<file path="src/rtl/vector_gather_64_col.sv">
// Gathers four LANE_W-bit lane beats into one packed vector, beat 0 in the top lane.
// A ready/valid handshake on both sides; a full vector holds off input until it is taken.
module vector_gather_64_col #(
   parameter int unsigned LANE_W  = 256,
   parameter int unsigned N_LANES = 4
) (
   input  logic                              clk,
   input  logic                              rst,
   input  logic                              clr,
   input  logic signed [LANE_W-1:0]          in_data,
   input  logic                              in_valid,
   output logic                              in_ready,
   output logic signed [LANE_W*N_LANES-1:0]  out_data,
   output logic                              out_valid,
   input  logic                              out_ready,
   output logic [1:0]                        beat_cnt,
   output logic                              finish
);

   localparam int unsigned VEC_W = LANE_W * N_LANES;

   typedef enum logic [1:0] {
      S_IDLE    = 2'd0,
      S_COLLECT = 2'd1,
      S_FULL    = 2'd2
   } state_t;

   state_t                    r_state;
   state_t                    w_state_nxt;
   logic signed [VEC_W-1:0]   r_out_data;
   logic signed [VEC_W-1:0]   w_out_data_nxt;
   logic                      r_out_valid;
   logic                      w_out_valid_nxt;
   logic [1:0]                r_beat_cnt;
   logic [1:0]                w_beat_cnt_nxt;
   logic                      r_finish;
   logic                      w_finish_nxt;

   // State and registered outputs; reset wins over every other input.
   always_ff @(posedge clk) begin
      if (rst) begin
         r_state     <= S_IDLE;
         r_out_data  <= '0;
         r_out_valid <= 1'b0;
         r_beat_cnt  <= 2'd0;
         r_finish    <= 1'b0;
      end else begin
         r_state     <= w_state_nxt;
         r_out_data  <= w_out_data_nxt;
         r_out_valid <= w_out_valid_nxt;
         r_beat_cnt  <= w_beat_cnt_nxt;
         r_finish    <= w_finish_nxt;
      end
   end

   // Next-state logic: clr only aborts a partial vector, never a full one.
   always_comb begin
      w_state_nxt     = r_state;
      w_out_data_nxt  = r_out_data;
      w_out_valid_nxt = r_out_valid;
      w_beat_cnt_nxt  = r_beat_cnt;
      w_finish_nxt    = 1'b0;

      case (r_state)
         S_IDLE, S_COLLECT: begin
            if (clr) begin
               w_state_nxt    = S_IDLE;
               w_beat_cnt_nxt = 2'd0;
            end else if (in_valid) begin
               for (int unsigned k = 0; k < N_LANES; k++) begin
                  if (r_beat_cnt == 2'(k)) begin
                     w_out_data_nxt[LANE_W*(N_LANES-1-k) +: LANE_W] = in_data;
                  end
               end
               w_beat_cnt_nxt = 2'(r_beat_cnt + 2'd1);
               if (r_beat_cnt == 2'(N_LANES - 1)) begin
                  w_state_nxt     = S_FULL;
                  w_out_valid_nxt = 1'b1;
               end else begin
                  w_state_nxt = S_COLLECT;
               end
            end
         end
         S_FULL: begin
            if (out_ready) begin
               w_state_nxt     = S_IDLE;
               w_out_valid_nxt = 1'b0;
               w_finish_nxt    = 1'b1;
            end
         end
         default: begin
            w_state_nxt = S_IDLE;
         end
      endcase
   end

   assign in_ready  = (r_state != S_FULL);
   assign out_data  = r_out_data;
   assign out_valid = r_out_valid;
   assign beat_cnt  = r_beat_cnt;
   assign finish    = r_finish;

endmodule
</file>
<file path="config.mk">
export PLATFORM = sky130hd
export DESIGN_NAME = vector_gather_64_col
export DESIGN_NICKNAME = d
export VERILOG_FILES = /design/src/rtl/vector_gather_64_col.sv
export SDC_FILE = /design/constraint.sdc
export NUM_CORES = 2
export LEC_CHECK = 0
export ABC_AREA = 1
export CORE_AREA = 2 2 500 502
export CTS_CLUSTER_SIZE = 25
export DETAILED_ROUTE_END_ITERATION = 10
export DIE_AREA = 0 0 502 504
export PLACE_DENSITY = 0.43
export SYNTH_ARGS = -nofsm -noshare
export SYNTH_HDL_FRONTEND = slang
export SYNTH_SLANG_ARGS = --single-unit
</file>
<file path="constraint.sdc">
create_clock -name clk -period 1.4 [get_ports clk]
set_input_delay 0.28 -clock clk [delete_from_list [all_inputs] [get_ports clk]]
set_output_delay 0.28 -clock clk [all_outputs]
set_load 0.05 [all_outputs]
</file>
Yosys cells after proc, flatten, opt, wreduce, memory -nomap -nowiden. Cells that the tools add are included.

Bits of input ports: 261. Word-level logic and storage cells: 48. Flip-flop bits (word level): 1030. Output and inout port bits: 1029.

Muxes and demuxes: 13. Eq/ne operators: 11. Bitwise logic cells: 2. Reductions and logical operators: 13. $add $sub $neg: 1.

Operators with widths (count): AND reduction 4 bit (4); 2-to-1 mux 2 bit (6); != test 2 bit, second input constant (5); == test 2 bit, second input constant (3); 2-to-1 mux 1 bit (5); AND reduction 5 bit (1); == test 2 x 1 -> 1 bit, second input constant (2); logical NOT 2 bit (2); one-hot mux 2 bit (2 select lines) (1); AND reduction 2 bit (2); nonzero test 2 bit (2); OR reduction 2 bit (2); != test 3 bit, second input constant (1); adder 2 x 1 -> 2 bit, second input constant (1); NOT 1 bit (2); one-hot mux 1 bit (2 select lines) (1).

Logic depth before layout (Yosys ltp).
Depth after elaboration: 5. Mapped depth: 9.

Least setup slack after synthesis. No wires, ideal clock.

Path type: register to register. Start point: reg r_beat_cnt[1] (netlist: beat_cnt[1]). End point: reg r_out_data[226] (netlist: out_data[226]). Buffers on the path: 2. Period minus slack after synthesis: 1.837 ns. Stages on the path, launching flop included: 9. Slack: -0.437 ns. Arrival time: 1.722 ns. Path through: dfxtp_1 > ha_1 > inv_1 > nor2_1 > buf_2 > buf_2 > nand3_1 > nand2_1 > nor2_1.

Cells in the longest elaborated chain, start to end: 2.

RTL lines: start, declared (line 34) `logic [1:0] r_beat_cnt;`; start signal, assigned (line 51) `r_beat_cnt <= w_beat_cnt_nxt;`; == test 2 bit (line 71) `if (r_beat_cnt == 2'(k)) begin`; AND reduction 4 bit (no line); end signal, assigned (line 49) `r_out_data <= w_out_data_nxt;`; end, declared (line 30) `logic signed [VEC_W-1:0] r_out_data;`.

No other way between the ends. A chain may end at the register's enable or synchronous reset.

Worst setup path after layout.
Start point: reg r_state[1]. End point: reg r_out_data[408] (netlist: out_data[408]).

Cells in the longest elaborated chain, start to end: 3. Elaborated cells on any way between the ends: 4. Those cells by class: eq/ne (1); reduce/logical (3).

RTL lines: start, declared (line 28) `state_t r_state;`; start signal, assigned (line 48) `r_state <= w_state_nxt;`; == test 2 x 1 -> 1 bit / logical NOT 2 bit (equally long branches) (line 64) `case (r_state)`; OR reduction 2 bit * (line 64); AND reduction 4 bit (no line) *.

Every way passes the cells marked *; elsewhere a longest branch is shown, timed or not.

==> summary.md <==
| Metric | Value |
|---|---|
| Vias in the first global route | roughly 43000 |
| Die Height | ~500 um |
| Post-Route Skew | between 20 and 30 ps |
| CTS tree | built |
| H-tree levels | 4 |
| Delay-heaviest family, CP | buffers and inverters |
| RSZ-0062 raised after global routing | yes |
| Reg2Reg Depth | 10 |
| Root Driver | clkbuf_16 |
| Stages on the worst setup path | 10 |
| Fraction of layout cells with a size suffix above 1 | a little over a quarter |
| Final nets | 7714 |
| Placeable core area | between 200000 and 250000 um2 |
| CTS max path bufs | 3 |
| Clock buffer count from CTS | 137 |
| Final Util | 32.4% |
| Max-slew headroom | between 60 and 70% |
| Setup crit end kind | flop |
| Worst-Skew Late Latency | 760 ps |
| Synthesized area | 40600 um2 |
| Pwr Density | between 1000 and 1500 nW/um2 |
| Sequential area share after synthesis | 50.8% |
| Main flop type after synthesis | dfxtp_1 |
| Async SR Flop Fraction | 0% |
| Chip width | between 500 and 600 um |
| Post-place setup slack | -794 ps |
| Dpl cell area | 71300 um2 |
| Die area | roughly 250000 um2 |
| Adder-Cell Fraction of Synth Area | less than 1% |
| Syn avg cell area | about 6.9 um2 |
| Status | complete, but fails checks |
| Largest family of logic cells by synthesized area | simple AND/OR/NAND/NOR gates |
| First-pass GRT wire length | around 330 mm |
| Simple-Gate Fraction of Synth Area | 41.4% |
| Slew @ Worst Pin | 463 ps |
| Total Wirelength | ~250 mm |
| Vias per cell | about 4 |
| Post-DRT Antenna Nets | 0 |
| Fillers | between 20000 and 30000 |
| CTS sink count | roughly 1000 |
| Fin. max-slew vios | 0 |
| IO buf count | 1289 |
| Yosys reg bits | ~1000 |
| Setup TNS | -459940 ps |
| Largest net degree at the start of global routing | 62 |
| Max VDD drop | just over 900 uV |
| Post-Syn Nets | ~6200 |
| Post-DP HPWL | 183 mm |
| Area of the multi-input gates | approximately 18000 um2 |
| Ports | roughly 1300 |
| Mux cell area share after synthesis | 0% |
| Most frequent CP cell | buf_6 |
| Total Routing Usage GR | between 10% and 20% |
| Cts hold-fix bufs | 0 |
| Mean routed wirelength per cell | approximately 23 um |
| Most numerous cell in the Yosys netlist | nor2_1 |
| Vias | around 45000 |
| Final worst path period need | ~1800 ps |
| Post-synthesis cell type count | 16 |
| # DRC | 0 |
| Post-synth EDFFs | 0 |
| Post-synthesis xor/xnor area fraction | 0% |
| Fin. Hold Viols | 0 |
| Yosys top cell by area | dfxtp_1 |
| Fmax | about 560 MHz |
| WP data arrival | around 2400 ps |
| Post-route setup slack | -391 ps |
| Max incr delay on CP | roughly 320 ps |
| Critical-path cell list | buf_6 -> buf_6 -> buf_4 -> nor2_4 -> buf_12 -> buf_16 -> clkbuf_16 -> nand3_1 -> nand2_1 -> nor2_1 |
| Drt initial violations | 2999 |
| Syn Inst Count | between 5000 and 6000 |
| # rows | 183 |
| Critical path required time | 2050 ps |
| Grt ovf | 0 |
| Critical Path Source Type | flop |
| Hold slack | between 200 and 250 ps |
| Crit path max fanout | 11 |
| Crit path kind | flop to flop |
| Reg clk slew, reported paths | approximately 50 ps |
| Finish-stage setup viols | 2054 |
| Antenna violations before repair | 8 |
| Failing checks | setup timing |
| Lkg Pwr | 33.0 nW |
| Commonest cells in the netlist | 2059 x nor2_1, 1035 x nand2_1, 1030 x dfxtp_1 |
| Top post-synthesis cells by area | dfxtp_1 51%, nor2_1 19%, nand3_1 13% |
| Yosys warns | 0 |
| Crit-path slowest cell | dfxtp_2 |
| Number of buffer and inverter stages on the critical path | 6 |
| Final Wtd Congestion | ~0.9 |
| Drt pass-1 iters | 6 |
| Compound-Gate Fraction of Synth Area | 0.0616% |
| Max-cap violations | 0 |
| Hold path depth | 4 |
| Area delta synth->final | 97.4% |
| Register area | around 21000 um2 |
| Hold WC Path Type | input pin to flop |
| Final period util | 128% |
| Starting Density | 16.4% |
| Top-area cell type share of the netlist area | roughly half |
| Design area | roughly 80000 um2 |
## worst min-delay path, stage by stage
cell and delay (ps):
clkdlybuf4s50_1 440, nor2_1 110, nor2_1 50, nor2_1 80
## stage by stage
step                instances  total power [W]
global route            10900           0.0866
detailed placement      10500           0.0464
finish                  10900           0.0835
floorplan                5885           0.0379
CTS                     10800           0.0842
global placement        10500           0.0464
## cell usage in the layout, fill, tap and decap left out, types with 33 or more instances in the layout
cell type and instances:
inv_1 259, nand3_1 914, nand2_1 989, buf_6 33, clkbuf_16 174, clkdlybuf4s50_1 260
nand2_2 42, buf_16 46, dfxtp_1 975, buf_12 1207, clkbuf_1 33, nor2_1 2039
buf_4 274, nand3_2 96, dfxtp_4 49
## layer usage
layer | up-vias | track usage [%] | wire length [um]
met2 | 1675 | 30.9 | 120000
met4 | 2 | 5.31 | 8210
met5 | - | 0 | 13
met1 | 21100 | 21.8 | 100000
li1 | 21400 | - | -
met3 | 321 | 6.70 | 23800
## logic make-up (layout without fill, tap and decap cells)
logic type | Yosys count | after routing
and+or+nand+nor | 4127 | 4127
adders and majority gates | 4 | 4
buffers and inverters | 719 | 2386
AOI/OAI and AO/OA | 5 | 5
other | 0 | 8
DFF | 1030 | 1030
## worst paths after layout
path / to / slack, ps / startpoint
setup / recovery: out_data[408] / -390 / r_state[1]
hold / removal: r_state[1] / 240 / out_ready
setup reg to reg: out_data[408] / -390 / r_state[1]
hold reg to reg: r_state[0] / 490 / r_state[0]
## power by group
part | total [W] | switching (W) | internal (W) | leakage [nW]
clock | 0.0363 | 0.0149 | 0.0215 | 2.25
sequential | 0.0312 | 0.00102 | 0.0302 | 8.39
combinational | 0.0160 | 0.00896 | 0.00702 | 22.3
## sequential cells by signal, indices dropped and copies added, names as in the netlist
| register | cells |
|---|---|
| out_valid | 1 |
| beat_cnt | 2 |
| r_state | 2 |
| finish | 1 |
| out_data | 1024 |
## timing repair
action / CTS / global route
endpoints found under the hold margin: 0 / 0
cloned: 28 / 36
gates resized for setup: 320 / 147
setup buffers: 59 / 25
setup endpoints to repair: 2053 / 2054
pin swaps: 65 / 49
## layout make-up
class / count / share of cell area, %
Inverter: 268 / 1.28
Tap cell: 3330 / 5.20
Multi-Input combinational cell: 4136 / 22.3
Sequential cell: 1030 / 26.0
Antenna cell: 8 / 0.0250
Timing Repair Buffer: 1876 / 39.6
Clock inverter: 42 / 0.718
Clock buffer: 200 / 5.00
(Power assumes the default switching activity.)
